<file path="config.mk">
export PLATFORM = sky130hd
export DESIGN_NAME = draw_fpv_flat
export DESIGN_NICKNAME = d
export VERILOG_FILES = /design/src/rtl/fpv_pkg.sv /design/src/rtl/draw_fpv_if.sv /design/src/rtl/fpv_wall_colour.sv /design/src/rtl/draw_fpv.sv /design/src/flat_wrapper.sv
export SDC_FILE = /design/constraint.sdc
export NUM_CORES = 1
export LEC_CHECK = 0
export BUFFER_PORTS_ARGS = -buffer_cell sky130_fd_sc_hd__buf_2
export CORE_MARGIN = 3
export CORE_UTILIZATION = 57
export CTS_CLUSTER_DIAMETER = 50
export CTS_CLUSTER_SIZE = 16
export DETAILED_ROUTE_END_ITERATION = 10
export PLACE_DENSITY = 0.9
export SYNTH_ARGS = -nofsm -noshare
export SYNTH_HDL_FRONTEND = slang
export SYNTH_SLANG_ARGS = --single-unit
</file>
<file path="constraint.sdc">
create_clock -name clock -period 3.4 [get_ports clock]
set_input_delay 0.34 -clock clock [delete_from_list [all_inputs] [get_ports clock]]
set_output_delay 0.34 -clock clock [all_outputs]
set_load 0.02 [all_outputs]
</file>
<file path="src/rtl/fpv_pkg.sv">
// Shared constants, state encoding and colour helpers for the first-person-view renderer.
package fpv_pkg;

  localparam int unsigned SCREEN_W = 32'd160;
  localparam int unsigned SCREEN_H = 32'd120;

  localparam logic [7:0] LAST_COL    = 8'(SCREEN_W - 32'd1);
  localparam logic [6:0] LAST_ROW    = 7'(SCREEN_H - 32'd1);
  localparam logic [6:0] MAX_H       = 7'(SCREEN_H);
  localparam logic [6:0] SHADE_LIMIT = 7'd30;

  localparam logic [2:0] ST_IDLE  = 3'd0;
  localparam logic [2:0] ST_FETCH = 3'd1;
  localparam logic [2:0] ST_LATCH = 3'd2;
  localparam logic [2:0] ST_PAINT = 3'd3;
  localparam logic [2:0] ST_DONE  = 3'd4;

  typedef enum logic [2:0] {
    IDLE  = ST_IDLE,
    FETCH = ST_FETCH,
    LATCH = ST_LATCH,
    PAINT = ST_PAINT,
    DONE  = ST_DONE
  } state_t;

  localparam logic [17:0] CEILING    = 18'h0003F;
  localparam logic [17:0] FLOOR      = 18'h0F3CF;
  localparam logic [17:0] WALL_T1    = 18'h3F000;
  localparam logic [17:0] WALL_T2    = 18'h00FC0;
  localparam logic [17:0] WALL_T3    = 18'h0003F;
  localparam logic [17:0] WALL_OTHER = 18'h3FFFF;

  // Halves each 6-bit channel of a 6:6:6 colour independently.
  function automatic logic [17:0] halve_channels(input logic [17:0] c);
    return {1'b0, c[17:13], 1'b0, c[11:7], 1'b0, c[5:1]};
  endfunction

  function automatic logic [17:0] pixel_colour(input logic [6:0] y, input logic [6:0] top,
                                               input logic [6:0] bottom, input logic [17:0] wall);
    logic [17:0] c;
    if (y < top) begin
      c = CEILING;
    end else if (y < bottom) begin
      c = wall;
    end else begin
      c = FLOOR;
    end
    return c;
  endfunction

endpackage

</file>
<file path="src/rtl/draw_fpv_if.sv">
// Start/done handshake, wall-table read port and shared VGA write port of the FPV pass.
interface draw_fpv_if;
  logic        start;
  logic        done;
  logic [7:0]  col_addr;
  logic [6:0]  col_height;
  logic [2:0]  col_type;
  logic [7:0]  vga_x;
  logic [6:0]  vga_y;
  logic [17:0] vga_colour;
  logic        vga_write;
  logic        vga_ready;

  modport master (
    output start, col_height, col_type, vga_ready,
    input  done, col_addr, vga_x, vga_y, vga_colour, vga_write
  );

  modport slave (
    input  start, col_height, col_type, vga_ready,
    output done, col_addr, vga_x, vga_y, vga_colour, vga_write
  );
endinterface

</file>
<file path="src/rtl/fpv_wall_colour.sv">
// Combinational wall colour lookup: cell type to base colour, halved for distant (short) walls.
module fpv_wall_colour
  import fpv_pkg::*;
(
  input  logic [2:0]  col_type,
  input  logic [6:0]  h,
  output logic [17:0] colour
);

  logic [17:0] base_s;

  // Base colour per cell type.
  always_comb begin
    base_s = WALL_OTHER;
    case (col_type)
      3'd1:    base_s = WALL_T1;
      3'd2:    base_s = WALL_T2;
      3'd3:    base_s = WALL_T3;
      default: base_s = WALL_OTHER;
    endcase
  end

  // Distance shading.
  always_comb begin
    if (h < SHADE_LIMIT) begin
      colour = halve_channels(base_s);
    end else begin
      colour = base_s;
    end
  end

endmodule

</file>
<file path="src/rtl/draw_fpv.sv">
// FPV renderer: walks 160 columns, fetches each column's wall, paints 120 rows with back-pressure.
module draw_fpv
  import fpv_pkg::*;
(
  input  logic       clock,
  input  logic       reset,
  draw_fpv_if.slave  bus
);

  state_t      state_r;
  logic [7:0]  col_r;
  logic [6:0]  row_r;
  logic [6:0]  top_r;
  logic [6:0]  bottom_r;
  logic [17:0] wall_r;
  logic        done_r;
  logic [7:0]  col_addr_r;
  logic [7:0]  vga_x_r;
  logic [6:0]  vga_y_r;
  logic [17:0] vga_colour_r;
  logic        vga_write_r;

  logic [6:0]  h_s;
  logic [6:0]  top_s;
  logic [6:0]  bottom_s;
  logic [17:0] wall_s;
  logic [6:0]  row_next_s;

  // Clamp the fetched height and centre the wall span vertically.
  always_comb begin
    if (bus.col_height > MAX_H) begin
      h_s = MAX_H;
    end else begin
      h_s = bus.col_height;
    end
    top_s      = (MAX_H - h_s) >> 1'b1;
    bottom_s   = top_s + h_s;
    row_next_s = row_r + 7'd1;
  end

  fpv_wall_colour u_wall_colour (
    .col_type (bus.col_type),
    .h        (h_s),
    .colour   (wall_s)
  );

  // Render FSM with column/row counters and registered outputs.
  always_ff @(posedge clock) begin
    if (reset) begin
      state_r      <= IDLE;
      col_r        <= 8'd0;
      row_r        <= 7'd0;
      top_r        <= 7'd0;
      bottom_r     <= 7'd0;
      wall_r       <= 18'd0;
      done_r       <= 1'b0;
      col_addr_r   <= 8'd0;
      vga_x_r      <= 8'd0;
      vga_y_r      <= 7'd0;
      vga_colour_r <= 18'd0;
      vga_write_r  <= 1'b0;
    end else begin
      case (state_r)
        IDLE: begin
          done_r       <= 1'b0;
          col_addr_r   <= 8'd0;
          vga_x_r      <= 8'd0;
          vga_y_r      <= 7'd0;
          vga_colour_r <= 18'd0;
          vga_write_r  <= 1'b0;
          if (bus.start) begin
            state_r <= FETCH;
            col_r   <= 8'd0;
          end else begin
            state_r <= IDLE;
          end
        end
        FETCH: begin
          state_r <= LATCH;
        end
        LATCH: begin
          top_r        <= top_s;
          bottom_r     <= bottom_s;
          wall_r       <= wall_s;
          row_r        <= 7'd0;
          vga_write_r  <= 1'b1;
          vga_x_r      <= col_r;
          vga_y_r      <= 7'd0;
          vga_colour_r <= pixel_colour(7'd0, top_s, bottom_s, wall_s);
          state_r      <= PAINT;
        end
        PAINT: begin
          // Everything holds while the sink refuses the pixel.
          if (bus.vga_ready) begin
            if (row_r == LAST_ROW) begin
              vga_write_r  <= 1'b0;
              vga_x_r      <= 8'd0;
              vga_y_r      <= 7'd0;
              vga_colour_r <= 18'd0;
              if (col_r == LAST_COL) begin
                done_r     <= 1'b1;
                col_addr_r <= 8'd0;
                state_r    <= DONE;
              end else begin
                col_r      <= col_r + 8'd1;
                col_addr_r <= col_r + 8'd1;
                state_r    <= FETCH;
              end
            end else begin
              row_r        <= row_next_s;
              vga_y_r      <= row_next_s;
              vga_colour_r <= pixel_colour(row_next_s, top_r, bottom_r, wall_r);
            end
          end else begin
            state_r <= PAINT;
          end
        end
        DONE: begin
          done_r  <= 1'b0;
          state_r <= IDLE;
        end
        default: begin
          state_r      <= IDLE;
          done_r       <= 1'b0;
          col_addr_r   <= 8'd0;
          vga_x_r      <= 8'd0;
          vga_y_r      <= 7'd0;
          vga_colour_r <= 18'd0;
          vga_write_r  <= 1'b0;
        end
      endcase
    end
  end

  assign bus.done       = done_r;
  assign bus.col_addr   = col_addr_r;
  assign bus.vga_x      = vga_x_r;
  assign bus.vga_y      = vga_y_r;
  assign bus.vga_colour = vga_colour_r;
  assign bus.vga_write  = vga_write_r;

endmodule
</file>
<file path="src/flat_wrapper.sv">
// flat-port wrapper written by rule: the top's interface ports become plain ports
module draw_fpv_flat import fpv_pkg::*;
  (clock, reset, bus_start, bus_col_height, bus_col_type, bus_vga_ready, bus_done, bus_col_addr, bus_vga_x, bus_vga_y, bus_vga_colour, bus_vga_write);
  draw_fpv_if bus_i ();
  input  logic clock;
  input  logic reset;
  input wire logic [$bits(bus_i.start)-1:0] bus_start;
  input wire logic [$bits(bus_i.col_height)-1:0] bus_col_height;
  input wire logic [$bits(bus_i.col_type)-1:0] bus_col_type;
  input wire logic [$bits(bus_i.vga_ready)-1:0] bus_vga_ready;
  output wire logic [$bits(bus_i.done)-1:0] bus_done;
  output wire logic [$bits(bus_i.col_addr)-1:0] bus_col_addr;
  output wire logic [$bits(bus_i.vga_x)-1:0] bus_vga_x;
  output wire logic [$bits(bus_i.vga_y)-1:0] bus_vga_y;
  output wire logic [$bits(bus_i.vga_colour)-1:0] bus_vga_colour;
  output wire logic [$bits(bus_i.vga_write)-1:0] bus_vga_write;
  assign bus_i.start = bus_start;
  assign bus_i.col_height = bus_col_height;
  assign bus_i.col_type = bus_col_type;
  assign bus_i.vga_ready = bus_vga_ready;
  assign bus_done = bus_i.done;
  assign bus_col_addr = bus_i.col_addr;
  assign bus_vga_x = bus_i.vga_x;
  assign bus_vga_y = bus_i.vga_y;
  assign bus_vga_colour = bus_i.vga_colour;
  assign bus_vga_write = bus_i.vga_write;
  draw_fpv u_core (.clock(clock), .reset(reset), .bus(bus_i));
endmodule
</file>
Yosys cells after proc, flatten, opt, wreduce, memory -nomap -nowiden
Index checks and enable logic that the tools add are counted.
- register bits: 92
- logic and storage cells: 93
- eq/ne operators: 16
- add/sub/neg operators: 4
- reductions and logical operators: 12
- bitwise operators: 3
- order comparisons: 6
- multiplexer cells: 40
- operators with widths (operator ; number):
    18-bit two-way mux ; 7
    18-bit case mux with 3 select lines ; 2
    8-bit two-way mux ; 9
    7-bit two-way mux ; 5
    8-bit case mux with 2 select lines ; 2
    7-bit case mux with 2 select lines ; 2
    8-bit case mux with 3 select lines ; 1
    3-bit by 2-bit == test with 1-bit output, second input constant ; 4
    3-bit case mux with 4 select lines ; 1
    3-bit two-way mux ; 3
    3-bit AND reduction ; 3
    8-bit by 1-bit adder with 8-bit output, second input constant ; 1
    8-bit == test, second input constant ; 1
    2-bit inequality test, second input constant ; 4
    6-bit by 7-bit adder with 7-bit output ; 1
    7-bit by 1-bit adder with 7-bit output, second input constant ; 1
    7-bit == test, second input constant ; 1
    7-bit greater-than comparator, second input constant ; 1
    1-bit by 7-bit < comparator with 1-bit output, first input constant ; 1
    7-bit by 5-bit < comparator with 1-bit output, second input constant ; 1
    7-bit by 6-bit < comparator with 1-bit output ; 1
    7-bit < comparator ; 1
    7-bit subtractor, first input constant ; 1
    3-bit by 1-bit == test with 1-bit output, second input constant ; 2
    other kinds (15) ; 25

Depth between registers and ports, before layout
Gate-level depths: netlist (run 1).
- depth in word-level cells: 8
- gate-level depth with buffers: 14
- mapped depth without buffers: 13

Hierarchy
From an unflattened synthesis (run 1), not the netlist that was laid out.
- cell total of the unflattened synthesis: 637
- area, all modules: 4857.2 sq um
- by module, submodules not included (module ; cells an instance ; area an instance (sq um) ; times used ; sequential area each (sq um)):
    draw_fpv ; 615 ; 4705.8 ; 1 ; 1841.8
    fpv_wall_colour ; 22 ; 151.4 ; 1 ; 0.0

Worst setup path before layout (run 1)
OpenSTA, ideal clock, no wires.
- kind: in2reg
- from: input bus_col_height[3]
- to: register u_core.vga_colour_r[10] (netlist: u_core.bus.vga_colour[10])
- setup slack: 441 ps
- stages: 14
- arrival time: 2842 ps
- setup time: 117 ps
- cells stage by stage: buf_2 -> nand4_1 -> nand2_1 -> ha_1 -> nand2b_1 -> a21oi_1 -> a31o_1 -> ha_1 -> o21ai_0 -> o21bai_1 -> a221oi_2 -> xnor2_1 -> or2_4 -> a32o_1
- longest elaborated chain between the ends: 8
- elaborated cells between the ends (all ways): 11
- ends and longest elaborated chain (item ; RTL line ; RTL):
    start: declaration ; flat_wrapper.sv:8 ; input wire logic [$bits(bus_i.col_height)-1:0] bus_col_height;
    7-bit greater-than comparator ; draw_fpv.sv:31 ; if (bus.col_height > MAX_H) begin
    7-bit two-way mux (*) ; draw_fpv.sv:31 ;
    7-bit subtractor (*) ; draw_fpv.sv:36 ; top_s = (MAX_H - h_s) >> 1'b1;
    net u_core.top_s[3] ; draw_fpv.sv:24 ; logic [6:0] top_s;
    6-bit by 7-bit adder with 7-bit output ; draw_fpv.sv:37 ; bottom_s = top_s + h_s;
    1-bit by 7-bit < comparator with 1-bit output ; fpv_pkg.sv:43 ; end else if (y < bottom) begin
    18-bit two-way mux ; fpv_pkg.sv:43 ;
    18-bit two-way mux (*) ; fpv_pkg.sv:41 ; if (y < top) begin
    18-bit case mux with 3 select lines (*) ; draw_fpv.sv:63 ; case (state_r)
    end signal: assignment ; draw_fpv.sv:89 ; vga_colour_r <= pixel_colour(7'd0, top_s, bottom_s, wall_s);
    end signal: assignment ; draw_fpv.sv:112 ; vga_colour_r <= pixel_colour(row_next_s, top_r, bottom_r, wall_r);
    end: declaration ; draw_fpv.sv:20 ; logic [17:0] vga_colour_r;
The timed path passes the listed nets; every way through them passes the cells marked *.
A chain may end at the register's enable or synchronous reset.

Worst setup path after layout (run 1)
- from: input bus_col_height[3]
- to: register u_core.vga_colour_r[17] (netlist: u_core.bus.vga_colour[17])
Same word-level chain as after synthesis.

==> results of run 1 <==
area by class of cell:
type	instances	area share [%]
well taps	77	2.25
repair buffers	62	7.58
flip-flops and latches	71	33.1
clock buffers	9	2.89
clock inverters	7	1.69
inverters	21	1.84
multi-input cells	350	50.6
worst max-delay path: stages:
cell and delay (ns):
buf_2 0.18, nand4_1 0.19, nand2_1 0.17, ha_1 0.30
nand2b_1 0.14, a21oi_1 0.16, a31o_1 0.20, ha_1 0.31
o21ai_0 0.14, o21bai_1 0.14, a221oi_2 0.30, xnor2_1 0.16
or2_4 0.31, a32o_1 0.22
per-stage QoR:
step | utilization [%] | hold slack [ns] | instance area [um2] | worst slack [ns] | total power [W]
3_5_place_dp | 63.4 | 0.445 | 4090 | 0.0523 | 0.00116
3_3_place_gp | 63.4 | 0.441 | 4090 | 0.237 | 0.00115
2_1_floorplan | - | 0.432 | 3850 | 0.441 | 0.00109
6_report | 66.4 | 0.299 | 4290 | 0.391 | 0.00182
4_1_cts | 66.4 | 0.296 | 4290 | 0.405 | 0.00182
5_1_grt | 66.4 | 0.330 | 4290 | 0.0629 | 0.00189
per-layer routing:
metal / track usage [%] / share of wire, % / up-vias
met5: 0 / 0 / -
met4: 10.2 / 2.1 / 0
met3: 3.67 / 6.8 / 22
met2: 39.8 / 48 / 175
met1: 31.5 / 43 / 1678
li1: - / - / 1754
cells in the final DEF (no fill, tap or decap), types with 2 or more instances in the layout:
master      instances
dfxtp_1            71
nand2_1            56
buf_2              56
nor2_1             49
a21oi_1            48
nand3_1            26
o21ai_0            22
inv_1              21
ha_1               19
a22oi_1            12
xnor2_1            10
clkbuf_8            9
nand2b_1            8
and2_1              7
a211oi_1            7
xor2_1              6
mux2i_1             6
buf_4               6
a21o_1              5
nand3b_1            5
a32o_1              5
nor3_1              4
nor4_1              4
a22o_1              4
nor2b_1             3
o211a_1             3
o221ai_1            3
and3_1              2
a31oi_1             2
a21boi_0            2
o21bai_1            2
a221oi_2            2
o41ai_1             2
o211ai_1            2
clkinvlp_4          2
clkinv_2            2
logic make-up after synthesis:
| logic type | Yosys count | share of synthesized area [%] |
|---|---|---|
| compound gates | 131 | 22.9 |
| fa+ha+maj | 19 | 6.18 |
| buf+inv | 57 | 6.60 |
| xor+xnor | 16 | 3.64 |
| flops | 71 | 37.0 |
| mux | 7 | 1.85 |
| simple gates | 177 | 21.8 |
synthesized netlist by cell type (all sizes together), types with 2 or more instances:
master / instances / area, um2
a22o: 4 / 35.0
o21ai: 22 / 110
nor4b: 2 / 23.8
xnor2: 10 / 87.6
nand2b: 8 / 50.1
a31oi: 2 / 12.5
nor4: 4 / 25.0
ha: 19 / 238
a211oi: 7 / 52.6
or2: 2 / 15.0
o21bai: 2 / 15.0
nand3: 26 / 130
a32o: 5 / 50.1
clkbuf: 20 / 75.1
a2111oi: 2 / 23.8
a221oi: 2 / 30.0
and3: 2 / 12.5
inv: 21 / 78.8
xor2: 6 / 52.6
and2: 8 / 50.1
a21o: 5 / 37.5
mux2i: 6 / 60.1
o31ai: 2 / 28.8
nand3b: 5 / 37.5
nand2: 56 / 210
or4: 2 / 18.8
nor3: 4 / 20.0
dfxtp: 71 / 1420
o211ai: 2 / 15.0
o211a: 3 / 30.0
a22oi: 12 / 90.1
o221ai: 3 / 26.3
buf: 16 / 100
a21oi: 48 / 240
a31o: 2 / 17.5
o41ai: 2 / 17.5
nor2b: 3 / 18.8
nor2: 50 / 190
a21boi: 3 / 22.5
registers in the layout, indices dropped and copies added, names as in the netlist:
| register | flops |
|---|---|
| u_core.bus.col_addr | 8 |
| u_core.bus.vga_write | 1 |
| u_core.top_r | 6 |
| u_core.wall_r | 6 |
| u_core.bus.vga_x | 8 |
| u_core.row_r | 7 |
| u_core.col_r | 8 |
| u_core.state_r | 3 |
| u_core.bottom_r | 7 |
| u_core.bus.vga_y | 7 |
| u_core.bus.vga_colour | 9 |
| u_core.bus.done | 1 |
power groups by stage:
stage / combinational [W] / clock, W / sequential (W)
finish: 0.000287 / 0.000669 / 0.000867
global route: 0.000317 / 0.000700 / 0.000870
CTS: 0.000283 / 0.000670 / 0.000867
detailed placement: 0.000277 / 0 / 0.000886
global placement: 0.000268 / 0 / 0.000885
floorplan: 0.000209 / 0 / 0.000883
final timing paths:
path / startpoint / endpoint / cells past startpoint
worst max-delay path: bus_col_height[3] / u_core.bus.vga_colour[17] / 14
worst min-delay path: bus_start / u_core.state_r[0] / 3
worst max register to register: u_core.row_r[0] / u_core.bus.vga_colour[11] / 10
worst min register to register: u_core.bus.vga_y[5] / u_core.bus.vga_y[5] / 2
==> run summary, run 1 <==
Setup bufs post-CTS: 0
Worst R2R Setup Slack: 0.43 ns
Antenna viol nets, final: 0
Cell variety after synth: 59
Global-route wire length before repair: 14900 um
Synth Register Bits: 71
Syn nets: 511
TritonCTS Buffers: 9
Vias after detailed routing: 3629
Worst EP required: 3.64 ns
Initial antenna violation count: 0
Arr. time, crit path: 3.25 ns
Worst Tran Pin Value: 0.881 ns
Hold crit path type: primary input to register
CP Max Fanout: 9
Post-synth ARST share: 0%
Fin crit share: 88.5%
Max-cap violations: 0
Setup CP Type: primary input to register
Hold_buf cts: 0
Vias per Instance: 6.08
Fin. Hold Viols: 0
Mean post-synth cell area: 8.05 um2
Status: complete, no violations
Area of the multi-input gates: 0.00217 mm2
EDFF count, synth: 0
Layout area overhead: 11.5%
Total GRT Usage: 24.1%
Worst vdd ir: 0.247 mV
TritonCTS clock tree: done
# setup viols final: 0
Worst-Skew Late Latency: 0.35 ns
Leak: 1.83 nW
Setup crit start kind: primary input
Max Root-Sink Buffers: 2
GR Overflow Total: 0
Placed instance count: 581
Crit end category: register
Clock power frac: 36.7%
Fin. max-slew vios: 0
Pint: 0.00129 W
Drc violations: 0
Relative slew slack: 41.0%
First-pass DRT Iterations: 5
Hpwl dp: 6610 um
Sw power: 0.000533 W
Reg clk slew, reported paths: 0.08 ns
Clock sink count: 71
Post-Layout Cell Count: 597
Net Sw Frac: 29.2%
Die H: 88.1 um
Clock skew: 0.0101 ns
Core Rows: 29
Sequential Power Share: 47.6%
Pin count of the biggest net entering global routing: 42
Core area: 0.00646 mm2
Starting DRC count in detailed routing: 266
Storage element area: 0.00142 mm2
H-tree level count: 3
Final wirelength: 9260 um
Cell Area, Synth: 0.00385 mm2
Pwr dens: 425 mW/mm2
Yosys warns: 0
FMAX: 0.332 GHz
Wirelength per Cell: 15.5 um
Final Wtd Congestion: 0.900
Ports: 57
Port Buffers: 56
Post-CTS Resized: 0
Layout cell share with drive strength beyond 1: 17.1%
Gate power share: 15.7%
Root buf cell: clkbuf_8
Sequential fraction of the synthesis area: 37.0%
Die area: 0.00777 mm2
Vias in the first global route: 3250
Unrepaired setup endpoints after global routing: no
Setup TNS: 0 ns
Nets: 548
Post-synth top flop: dfxtp_1
Initial Utilization: 59.6%
Number of fill cells: 535
# diodes: 0
Final worst path period need: 3.01 ns
Die W: 88.1 um
Synth Instances: 478
Power figures use the tool's default switching activity.
==> run 2, diff against run 1 <==
- CORE_UTILIZATION: 57 -> 50
- PLACE_DENSITY: 0.9 -> 0.81
- SKIP_LAST_GASP: not set -> 1
==> run 2 against run 1 <==
Power rose by 2.5%. Via count fell by 3.4%. Non-clock buffer count increased by 2. Cell count increased by 3.9%. First-iteration DRC count fell by 28%. Clock skew increased by 0.0014 ns. Critical path depth unchanged. Setup slack worse by 0.053 ns. Critical path type unchanged. Highest routed layer unchanged.
==> run summary, run 2 (synthesized netlist as in run 1, its figures left out) <==
Hold crit path type: primary input to register
Post-route worst setup slack: 0.338 ns
Die W: 93.7 um
Die area: 0.00878 mm2
Most frequent cells in the layout: dfxtp_1, nand2_1, buf_2
TritonCTS Buffers: 9
# diodes: 0
Vias per Instance: 5.65
Setup bufs post-CTS: 0
Fin. max-slew vios: 0
Placed instance count: 605
Fin. Hold Viols: 0
Max-cap violations: 0
Ports: 57
Max FFs per register: 9
Core Rows: 31
Most common cell after layout, fill and taps aside: dfxtp_1
Post-Layout Cell Count: 620
Layout cell share with drive strength beyond 1: 17.3%
Vias after detailed routing: 3506
Drc violations: 0
Nets: 550
Setup CP Type: primary input to register
H-tree level count: 3
Antenna viol nets, final: 0
Arr. time, crit path: 3.30 ns
GR Overflow Total: 0
Final instance area: 0.00435 mm2
Placement Setup Slack: 0.0301 ns
Initial Utilization: 52.2%
CP Max Fanout: 9
Post-CTS Resized: 0
Final Core Density: 59.0%
Crit end category: register
Layout area overhead: 13.0%
Final wirelength: 9030 um
Core area: 0.00737 mm2
Global-route wire length before repair: 15100 um
Root buf cell: clkbuf_8
Relative slew slack: 42.4%
Die H: 93.7 um
Worst-Skew Late Latency: 0.35 ns
Port Buffers: 56
Wirelength per Cell: 14.6 um
Post-Place Cell Area: 0.00414 mm2
Total GRT Usage: 21.4%
Setup crit start kind: primary input
Leak: 1.85 nW
Worst R2R Setup Slack: 0.38 ns
Starting DRC count in detailed routing: 191
Worst EP required: 3.64 ns
Final worst path period need: 3.06 ns
Worst vdd ir: 0.186 mV
Setup TNS: 0 ns
Reg clk slew, reported paths: 0.07 ns
Unrepaired setup endpoints after global routing: no
Pwr dens: 430 mW/mm2
Hold_buf cts: 0
Clock sink count: 71
Pin count of the biggest net entering global routing: 34
Initial antenna violation count: 0
Status: complete, no violations
Worst Tran Pin Value: 0.861 ns
Fin crit share: 90.1%
# setup viols final: 0
Hpwl dp: 6780 um
Clock skew: 0.0115 ns
Storage element area: 0.00142 mm2
FMAX: 0.327 GHz
Final Wtd Congestion: 0.830
Max Root-Sink Buffers: 2
Area of the multi-input gates: 0.00217 mm2
Vias in the first global route: 3156
TritonCTS clock tree: done
First-pass DRT Iterations: 5
Number of fill cells: 678
run 2: cell count changes in the layout (fill, tap and decap cells not counted), sizes merged:
cell | before | now
buf | 62 | 64
bufinv | 1 | 2
clkinvlp | 2 | 1
inv | 22 | 21
run 2: routing by layer:
layer  track usage [%]  up-vias  share of wire (%)
met5                 0        -                  0
met4              7.58        0                1.9
li1                  -     1754                  -
met3              4.41       19                6.2
met1              29.9     1611                 46
met2              32.7      122                 46
run 2: path summary, 6_finish.rpt:
| path | start | endpoint | cells after the start |
|---|---|---|---|
| worst max register to register | u_core.row_r[0] | u_core.bus.vga_colour[17] | 10 |
| worst min register to register | u_core.bus.vga_y[3] | u_core.bus.vga_y[3] | 2 |
| worst max-delay path | bus_col_height[3] | u_core.bus.vga_colour[11] | 14 |
| worst min-delay path | bus_start | u_core.state_r[0] | 3 |
run 2: report_power, final:
group	total, W	switching (W)	internal, W
Clock	0.000715	0.000308	0.000407
Sequential	0.000867	0.0000150	0.000852
Combinational	0.000285	0.000185	0.000100
Total	0.00187	0.000508	0.00136
run 2: final cells by class:
cell class | instances | area share, %
clock buffers | 9 | 2.85
clock inverters | 6 | 1.99
inverters | 21 | 1.81
multi-input cells | 350 | 50.0
flip-flops and latches | 71 | 32.7
well taps | 99 | 2.85
repair buffers | 64 | 7.83
run 2: critical path, cell delays in order:
cell and delay, ns:
buf_2 0.20, nand4_1 0.22, nand2_1 0.18, ha_1 0.28, nand2b_1 0.14, a21oi_1 0.17, a31o_1 0.20, ha_1 0.29
o21ai_0 0.12, o21bai_1 0.14, a221oi_2 0.30, xnor2_1 0.18, or2_4 0.31, a32o_1 0.23
run 2: metrics by stage:
step	power (W)	hold slack [ns]
after floorplan	0.00109	0.432
after global placement	0.00116	0.442
after detailed placement	0.00117	0.445
after CTS	0.00188	0.298
after global routing	0.00196	0.323
final	0.00187	0.308
==> run 3, diff against run 2 <==
- PLACE_DENSITY: 0.81 -> 0.84
- clock period: 3.4 -> 2.7 ns (I/O delays scaled with it)
==> run 3 against run 2 <==
Wire length grew 5.6%. Sequential cell count did not move. Global-route usage rose by 0.43 points. Register-to-register slack worse by 0.27 ns. Core utilization is 3.6 points higher. Via count is 5.4% higher. Clock skew shrank 0.0013 ns. Critical path depth shrank 3. First-iteration DRC count is 27% higher. Count of clock-buffer cells in the layout rose by 1. Critical path type is now register to register.
==> run summary, run 3 (synthesized netlist as in run 1, its figures left out) <==
Max FFs per register: 9
Reg clk slew, reported paths: 0.07 ns
Arr. time, crit path: 2.81 ns
Hpwl dp: 7120 um
Hold_buf cts: 0
Drc violations: 0
Wirelength per Cell: 14.8 um
Min Hold Slack: 0.231 ns
Final Core Density: 62.6%
Layout area overhead: 19.9%
Worst EP required: 2.93 ns
Setup bufs post-CTS: 0
Most frequent cells in the layout: dfxtp_1, buf_2, nand2_1
Fin. Hold Viols: 0
Nets: 572
Crit end category: register
First-pass DRT Iterations: 5
FF-to-FF path depth: 11
Worst-Skew Late Latency: 0.36 ns
Final instance area: 0.00461 mm2
FMAX: 0.387 GHz
Gate power share: 17.5%
Antenna viol nets, final: 0
Post-route worst setup slack: 0.114 ns
Post-Place Cell Area: 0.00437 mm2
Placement Setup Slack: -0.119 ns
Post-Layout Cell Count: 643
Clock skew: 0.0102 ns
CP max-delay cell: dfxtp_1
Initial Utilization: 52.2%
Initial antenna violation count: 0
Clock power frac: 36.5%
Worst Tran Pin Value: 0.689 ns
Global-route wire length before repair: 15500 um
Port Buffers: 56
Total GRT Usage: 21.8%
# setup viols final: 0
Ports: 57
Hold path cells: 3
Crit path from: u_core.row_r[1]
Slowest stage delay, CP: 0.38 ns
Leak: 1.97 nW
Pin count of the biggest net entering global routing: 27
Pint: 0.00169 W
Die W: 93.7 um
CP Max Fanout: 4
Hold Path Sink: u_core.state_r[2]
Setup CP Type: register to register
Layout cell share with drive strength beyond 1: 23.9%
GR Overflow Total: 0
Core area: 0.00737 mm2
Status: complete, no violations
Reg2reg start: u_core.row_r[1]
Final Wtd Congestion: 0.909
TritonCTS clock tree: done
Starting DRC count in detailed routing: 243
Fin. max-slew vios: 0
Storage element area: 0.00142 mm2
Vias in the first global route: 3401
Setup crit start kind: register
Relative slew slack: 54.0%
Die area: 0.00878 mm2
Max Root-Sink Buffers: 2
Vias after detailed routing: 3695
Final worst path period need: 2.59 ns
Hold crit path type: primary input to register
Hold Startpoint: bus_vga_ready
# diodes: 0
Worst vdd ir: 0.248 mV
Root buf cell: clkbuf_8
Core Rows: 31
Sequential Power Share: 46.0%
Fin crit share: 95.8%
Vias per Instance: 5.75
Sw power: 0.000681 W
Number of fill cells: 634
Area of the multi-input gates: 0.00228 mm2
Final wirelength: 9540 um
Max-cap violations: 0
Most common cell after layout, fill and taps aside: dfxtp_1
TritonCTS Buffers: 9
Die H: 93.7 um
Clock sink count: 71
Reg-to-reg critical path endpoint: u_core.bus.vga_colour[3]
Pwr dens: 515 mW/mm2
Net Sw Frac: 28.7%
Worst R2R Setup Slack: 0.11 ns
Critical Path, Cell by Cell: ha_2, nand3_2, nor2_4, xor2_2, ha_1, a21oi_1, o21ai_1, a21oi_2, o211ai_1, a2111oi_2, a221oi_2
Placed instance count: 627
H-tree level count: 3
==> run 3: cell count changes in the layout (fill, tap and decap cells not counted), moves of 2 or more <==
| cell | delta |
|---|---|
| xor2_1 | -2 |
| buf_4 | +22 |
| xor2_2 | +2 |
| ha_4 | +3 |
| nand2_2 | +2 |
| o21ai_0 | -3 |
| inv_6 | +2 |
| nand2_1 | -2 |
| o21ai_1 | +2 |
| ha_1 | -4 |
==> run 3: worst max path at each step <==
stage | to | cells past startpoint | slack, ns
global placement | u_core.bus.vga_colour[10] | 12 | -0.004
finish | u_core.bus.vga_colour[3] | 11 | 0.11
CTS | u_core.bus.vga_colour[3] | 11 | 0.0007
global route | u_core.bus.vga_colour[3] | 11 | -0.02
detailed placement | u_core.bus.vga_colour[11] | 12 | -0.12
floorplan | u_core.bus.vga_colour[10] | 14 | 0.006
==> run 3: timing repair <==
action | CTS | global route
resized for setup | 1 | 9
pin swaps | 0 | 3
setup endpoints to repair | 1 | 8
==> run 3: area by class of cell <==
class	instances	share of cell area [%]
Multi-Input combinational cell	350	49.4
Sequential cell	71	30.8
Timing Repair Buffer	86	11.0
Clock buffer	10	2.98
Tap cell	99	2.69
Inverter	21	1.71
Clock inverter	6	1.46
==> run 3: critical path, delay by kind of cell (launching register included) <==
| family | cells | cell delay (ns) |
|---|---|---|
| flip-flops | 1 | 0.38 |
| AO/OA/AOI/OAI | 6 | 1.09 |
| AND/OR/NAND/NOR | 2 | 0.32 |
| XOR/XNOR | 1 | 0.17 |
| adder cells (fa/ha/maj) | 2 | 0.53 |
==> run 3: layer usage <==
metal / vias up / GRT usage [%] / part of all wire, %
li1: 1805 / - / -
met1: 1719 / 29.0 / 43
met2: 147 / 34.6 / 47
met3: 24 / 4.01 / 7.2
met4: 0 / 9.63 / 2.4
met5: - / 0 / 0
==> run 3: stage by stage <==
| stage | setup TNS, ns | power [W] |
|---|---|---|
| floorplan | 0 | 0.00140 |
| global placement | -0.0141 | 0.00151 |
| detailed placement | -0.781 | 0.00152 |
| CTS | 0 | 0.00238 |
| global route | -0.0214 | 0.00248 |
| finish | 0 | 0.00237 |
==> run 3: power by group through the flow <==
stage / clock network [W] / registers (W) / logic [W]
final: 0.000866 / 0.00109 / 0.000415
after detailed placement: 0 / 0.00112 / 0.000407
after global placement: 0 / 0.00111 / 0.000391
after CTS: 0.000876 / 0.00109 / 0.000410
after global routing: 0.000928 / 0.00110 / 0.000459
after floorplan: 0 / 0.00111 / 0.000284
